### config.mk
export PLATFORM = sky130hd
export DESIGN_NAME = setup_responder
export DESIGN_NICKNAME = d
export VERILOG_FILES = /design/src/rtl/setup_responder.sv
export SDC_FILE = /design/constraint.sdc
export NUM_CORES = 1
export LEC_CHECK = 0
export CAP_MARGIN = 20
export CELL_PAD_IN_SITES_DETAIL_PLACEMENT = 0
export CELL_PAD_IN_SITES_GLOBAL_PLACEMENT = 1
export CORE_MARGIN = 1
export CORE_UTILIZATION = 48
export DETAILED_ROUTE_END_ITERATION = 7
export PLACE_DENSITY = 0.89
export SYNTH_ARGS = -nofsm -noshare
export SYNTH_HDL_FRONTEND = slang
export SYNTH_SLANG_ARGS = --single-unit
### constraint.sdc
create_clock -name clock -period 5.21 [get_ports clock]
set_input_delay 1.042 -clock clock [delete_from_list [all_inputs] [get_ports clock]]
set_output_delay 1.042 -clock clock [all_outputs]
set_load 0.1 [all_outputs]
### src/rtl/setup_responder.sv
// rtl/setup_responder.sv - stand-in for the physical setup answering the experiment sequencer
//
// Purpose:
//   Cycle-accurate responder that replaces the real setup in the FPGA test build
//   and the simulation bench. It reacts to the sequencer's start, detonation and
//   trigger outputs with fg_signal, wire_signal and detector_ready, and offers
//   fault inputs to drive the sequencer into its wait and timeout paths.
//
// Ports:
//   clock                 in   system clock, all logic on its rising edge
//   reset_n               in   asynchronous active-low reset
//   enable                in   responder active; low forces IDLE synchronously
//   start_signal          in   rising edge starts a shot (IDLE only)
//   detonation_signal     in   rising edge accepted only in ARMED
//   output_trigger        in   rising edge accepted only in TRIG_WAIT
//   fault_no_wire         in   sampled on ARMED->WIRE_DELAY; 1 suppresses the wire pulse
//   fault_detector_stuck  in   sampled on TRIG_WAIT->DET_BUSY; 1 keeps detector_ready low
//   fg_signal             out  FG charged, high in ARMED
//   wire_signal           out  wire break pulse, high in WIRE_PULSE
//   detector_ready        out  detector done, high in DET_READY
//   busy                  out  state is not IDLE
//   shot_count            out  completed shots, wraps 0xFFFF -> 0
//   error                 out  sticky protocol error, cleared by an accepted start

module setup_responder #(
  parameter int unsigned FG_CHARGE_CYCLES     = 1000,
  parameter int unsigned WIRE_DELAY_CYCLES    = 200,
  parameter int unsigned WIRE_PULSE_CYCLES    = 4,
  parameter int unsigned DETECTOR_BUSY_CYCLES = 3,
  parameter int unsigned CNT_W                = 32
) (
  input  logic        clock,
  input  logic        reset_n,
  input  logic        enable,
  input  logic        start_signal,
  input  logic        detonation_signal,
  input  logic        output_trigger,
  input  logic        fault_no_wire,
  input  logic        fault_detector_stuck,
  output logic        fg_signal,
  output logic        wire_signal,
  output logic        detector_ready,
  output logic        busy,
  output logic [15:0] shot_count,
  output logic        error
);

  typedef enum logic [2:0] {
    S_IDLE       = 3'd0,
    S_CHARGE     = 3'd1,
    S_ARMED      = 3'd2,
    S_WIRE_DELAY = 3'd3,
    S_WIRE_PULSE = 3'd4,
    S_TRIG_WAIT  = 3'd5,
    S_DET_BUSY   = 3'd6,
    S_DET_READY  = 3'd7
  } state_e;

  // Terminal counts: a phase of N cycles ends when the counter reads N-1.
  localparam logic [CNT_W-1:0] FG_LAST = CNT_W'(FG_CHARGE_CYCLES - 1);
  localparam logic [CNT_W-1:0] WD_LAST = CNT_W'(WIRE_DELAY_CYCLES - 1);
  localparam logic [CNT_W-1:0] WP_LAST = CNT_W'(WIRE_PULSE_CYCLES - 1);
  localparam logic [CNT_W-1:0] DB_LAST = CNT_W'(DETECTOR_BUSY_CYCLES - 1);
  localparam logic [CNT_W-1:0] CNT_ONE = CNT_W'(1);

  state_e           state_q, state_d;
  logic [CNT_W-1:0] cnt_q, cnt_d;
  logic             no_wire_q, no_wire_d;
  logic             stuck_q, stuck_d;
  logic             error_q, error_d;
  logic [15:0]      shot_count_q, shot_count_d;

  logic             start_q, det_q, trig_q;
  logic             start_rise, det_rise, trig_rise;

  logic             fg_q, fg_d;
  logic             wire_q, wire_d;
  logic             ready_q, ready_d;
  logic             busy_q, busy_d;

  logic             err_set, err_clr;

  assign start_rise = start_signal & ~start_q;
  assign det_rise   = detonation_signal & ~det_q;
  assign trig_rise  = output_trigger & ~trig_q;

  // State register and all other registered state.
  always_ff @(posedge clock or negedge reset_n) begin
    if (!reset_n) begin
      state_q      <= S_IDLE;
      cnt_q        <= '0;
      no_wire_q    <= 1'b0;
      stuck_q      <= 1'b0;
      error_q      <= 1'b0;
      shot_count_q <= 16'h0000;
      start_q      <= 1'b0;
      det_q        <= 1'b0;
      trig_q       <= 1'b0;
      fg_q         <= 1'b0;
      wire_q       <= 1'b0;
      ready_q      <= 1'b0;
      busy_q       <= 1'b0;
    end else begin
      state_q      <= state_d;
      cnt_q        <= cnt_d;
      no_wire_q    <= no_wire_d;
      stuck_q      <= stuck_d;
      error_q      <= error_d;
      shot_count_q <= shot_count_d;
      start_q      <= start_signal;
      det_q        <= detonation_signal;
      trig_q       <= output_trigger;
      fg_q         <= fg_d;
      wire_q       <= wire_d;
      ready_q      <= ready_d;
      busy_q       <= busy_d;
    end
  end

  // Next-state logic. Every input edge is judged against the current state,
  // even when the state changes on the same clock.
  always_comb begin
    state_d      = state_q;
    cnt_d        = cnt_q;
    no_wire_d    = no_wire_q;
    stuck_d      = stuck_q;
    error_d      = error_q;
    shot_count_d = shot_count_q;
    err_set      = 1'b0;
    err_clr      = 1'b0;

    if (!enable) begin
      state_d = S_IDLE;
      cnt_d   = '0;
    end else begin
      if (det_rise && state_q != S_ARMED) begin
        err_set = 1'b1;
      end
      if (trig_rise && state_q != S_TRIG_WAIT && state_q != S_DET_BUSY &&
          state_q != S_DET_READY) begin
        err_set = 1'b1;
      end
      if (start_rise && state_q != S_IDLE) begin
        err_set = 1'b1;
      end

      case (state_q)
        S_IDLE: begin
          if (start_rise) begin
            state_d = S_CHARGE;
            cnt_d   = '0;
            err_clr = 1'b1;
          end
        end
        S_CHARGE: begin
          if (cnt_q == FG_LAST) begin
            state_d = S_ARMED;
            cnt_d   = '0;
          end else begin
            cnt_d = cnt_q + CNT_ONE;
          end
        end
        S_ARMED: begin
          if (det_rise) begin
            state_d   = S_WIRE_DELAY;
            cnt_d     = '0;
            no_wire_d = fault_no_wire;
          end
        end
        S_WIRE_DELAY: begin
          if (cnt_q == WD_LAST) begin
            // A suppressed wire aborts the shot without counting it.
            state_d = no_wire_q ? S_IDLE : S_WIRE_PULSE;
            cnt_d   = '0;
          end else begin
            cnt_d = cnt_q + CNT_ONE;
          end
        end
        S_WIRE_PULSE: begin
          if (cnt_q == WP_LAST) begin
            state_d = S_TRIG_WAIT;
            cnt_d   = '0;
          end else begin
            cnt_d = cnt_q + CNT_ONE;
          end
        end
        S_TRIG_WAIT: begin
          if (trig_rise) begin
            state_d = S_DET_BUSY;
            cnt_d   = '0;
            stuck_d = fault_detector_stuck;
          end
        end
        S_DET_BUSY: begin
          if (stuck_q) begin
            // Stuck detector: leave only when the trigger is released.
            // The counter saturates at its terminal count.
            if (!output_trigger) begin
              state_d      = S_IDLE;
              cnt_d        = '0;
              shot_count_d = shot_count_q + 16'h0001;
            end else if (cnt_q != DB_LAST) begin
              cnt_d = cnt_q + CNT_ONE;
            end
          end else if (cnt_q == DB_LAST) begin
            state_d = S_DET_READY;
            cnt_d   = '0;
          end else begin
            cnt_d = cnt_q + CNT_ONE;
          end
        end
        S_DET_READY: begin
          if (!output_trigger) begin
            state_d      = S_IDLE;
            cnt_d        = '0;
            shot_count_d = shot_count_q + 16'h0001;
          end
        end
        default: begin
          state_d = S_IDLE;
          cnt_d   = '0;
        end
      endcase

      // A protocol error in the same cycle as an accepted start wins.
      if (err_set) begin
        error_d = 1'b1;
      end else if (err_clr) begin
        error_d = 1'b0;
      end
    end
  end

  // Output decode from the next state so the registered outputs line up
  // with the state they describe.
  always_comb begin
    fg_d    = (state_d == S_ARMED);
    wire_d  = (state_d == S_WIRE_PULSE);
    ready_d = (state_d == S_DET_READY);
    busy_d  = (state_d != S_IDLE);
  end

  assign fg_signal      = fg_q;
  assign wire_signal    = wire_q;
  assign detector_ready = ready_q;
  assign busy           = busy_q;
  assign shot_count     = shot_count_q;
  assign error          = error_q;

endmodule

==> flow_summary.yaml <==
outcome:
  status: "complete, but fails checks"
  violations: "DRC"
synth:
  synth_area_sq_um: 3300
  synth_edf_count: 0
  yosysMostFrequentCell: "dfrtp_1"
  syn_avg_cell_area_sq_um: 9.60
  synth_commonest_cells: "dfrtp_1, nor2_1, xnor2_1, nand2_1, nor4_1"
  synthSimpleGateAreaFrac: 0.302
  ys_seq_area_frac: 0.462
  synth_nets: 355
  synthMuxAreaShare: 0.0102
  synth_fa_ha_area_frac: 0.0114
  async_reset_ff_frac: 1.00
  synth_top_cell_by_area: "dfrtp_1"
  synthCells: 344
  synth_top_family_by_area: "simple AND/OR/NAND/NOR gates"
  synth_seq_cells: 61
  synth_compound_area_frac: 0.0750
  ys.flop_type: "dfrtp_1"
  synth_xor_xnor_area_share: 0.103
  netlist_top_cells_area: "dfrtp_1, xnor2_1, nor2_1, nor4_1, nand2_1"
  synth_top_area_frac: 0.462
  synth_cell_types: 51
  yosysWarnings: 0
worst_hold_path:
  hold_path.startpoint: "shot_count[15]"
  hold_path_depth: 1
  hold_path_class: "reg -> reg"
  worstHoldEndpoint: "shot_count[15]"
setup_path:
  cp_max_fo: 26
  crit_path_start_kind: "input port"
  required_ns: 5.40
  cp.arrival_ns: 3.59
  r2r-end: "cnt_q[28]"
  r2r_cells: 6
  rr_startpoint: "cnt_q[21]"
  r2r_slack_ns: 2.11
  crit_path_end_kind: "flip-flop"
  crit_type: "in -> reg"
floorplan:
  fp.dieW_um: 85.0
  io_pins: 29
  dieArea_sq_um: 7220
  die-height_um: 85.0
  rows: 29
  core-area_sq_um: 6490
  initial_utilization: 0.509
sta:
  finClkSkew_ns: 0.0115
  finalSetupViolCount: 0
  tns_ns: 0
  tightest_slew_ns: 0.979
  maxSlewHeadroom: 0.347
  fmax_ghz: 0.294
  rsz0062_at_grt: "false"
  worst_slack_ns: 1.81
  hold_viol: 0
  min_period_ns: 3.40
  min_period_over_period: 0.652
  slew_viol_final: 0
placed_design:
  gp_congestion: 0.838
  pre_cts_ws_ns: 1.44
  dp_hpwl_mm: 4.55
  port_buffers: 28
finish:
  regArea_sq_um: 1530
  antenna_cells: 0
  final_nets: 384
  multi_input_area_sq_um: 1660
  n_fill_cell: 540
  area_growth_pct: 16.0
  drive_gt1_frac: 0.0926
grt:
  grt_max_degree: 62
  grt_pass1_wl_mm: 11.6
  antenna_found_initial: 0
  overflow: 0
  grt_pass1_vias: 2533
  globalRouteTotalUtil: 0.204
cts:
  cts_setup_buffers: 0
  htree_levels: 3
  clock_latency_ns: 0.35
  cts_tree: "yes"
  clock-sinks: 61
  cts-buffers-inserted: 9
  cts_root_buffer: "clkbuf_8"
  holdBufCountCts: 0
  ctsResizeCount: 0
  cts_buffer_depth: 2
  cts.clk_slew.worst_paths_ns: 0.08
power:
  powerDensity_nw_per_um2: 264
  total_leakage_power_nw: 1.52
  vdd_drop_max_uv: 132
routing:
  drtIter0Drc: 124
  antenna_left: 0
  drc_errors: 4
  drt_first_pass_iters: 6
  routed_wl_mm: 6.57
  viasPerCell: 5.64
  vias: 2564
  wl_per_cell_um: 14.4
run:
  cap_violations: 0
## cells in the final DEF (no fill, tap or decap), types with 12 or more instances in the layout
cell type        Yosys  routed
nand3_1             15      15
dfrtp_1             61      61
clkdlybuf4s50_1      0      27
nor3_1              13      13
o21ai_0             12      12
nor2_1              39      39
nor4_1              18      18
xnor2_1             33      33
nand2_1             28      28
## critical path, cell delays in order
cell,delay (ns)
clkdlybuf4s50_1,0.56
nor3b_1,0.31
nand4bb_1,0.24
nand2_2,0.26
nor2_2,0.24
and2_1,0.80
nor2_1,0.12
## through the flow
stage                     utilization  instance area, sq um  hold WS [ns]  instances  total power, mW
after floorplan                     -                  3300         0.470        344            0.531
after global placement          0.556                  3610         0.459        439            0.553
after detailed placement        0.556                  3610         0.466        439            0.554
after CTS                       0.590                  3830         0.477        455             1.02
after global routing            0.590                  3830         0.515        455             1.05
final                           0.590                  3830         0.471        455             1.01
## worst max path at each step
stage,from,end,cells past startpoint
6_report,output_trigger,cnt_q[28],7
2_1_floorplan,output_trigger,shot_count[13],7
4_1_cts,output_trigger,cnt_q[28],7
3_5_place_dp,output_trigger,cnt_q[19],7
5_1_grt,output_trigger,cnt_q[29],7
3_3_place_gp,output_trigger,cnt_q[19],7
## flip-flops by register name (all words and copies together), names as in the netlist
signal	count
cnt_q	32
shot_count	16
state_q	3
busy	1
det_q	1
detector_ready	1
error	1
fg_signal	1
no_wire_q	1
start_q	1
stuck_q	1
trig_q	1
wire_signal	1
## cell families (layout without fill, tap and decap cells)
group,count (synthesis),in the layout
xor gates and xnor gates,39,39
AOI/OAI and AO/OA,36,36
and+or+nand+nor,179,179
muxes,3,3
adders and majority gates,3,3
DFF,61,61
buffers and inverters,23,57
## per-layer routing
layer,global-route usage,vias up,share of wire
li1,-,1274,-
met1,0.273,1231,0.52
met2,0.321,46,0.43
met3,0.0409,13,0.029
met4,0.0909,0,0.024
met5,0,-,0
## power by group
group	switching (mW)	internal [mW]	total, mW
registers	0.00356	0.477	0.481
clock network	0.196	0.271	0.468
logic	0.0471	0.0160	0.0631
total	0.247	0.765	1.01
## cell type report
| cell class | instances | area share |
|---|---|---|
| multi-input combinational | 260 | 0.433 |
| tap | 77 | 0.0251 |
| clock inverter | 7 | 0.0261 |
| timing repair buffer | 29 | 0.0738 |
| sequential | 61 | 0.398 |
| inverter | 12 | 0.0118 |
| clock buffer | 9 | 0.0323 |
No activity file was read; power rests on OpenSTA's default activity.
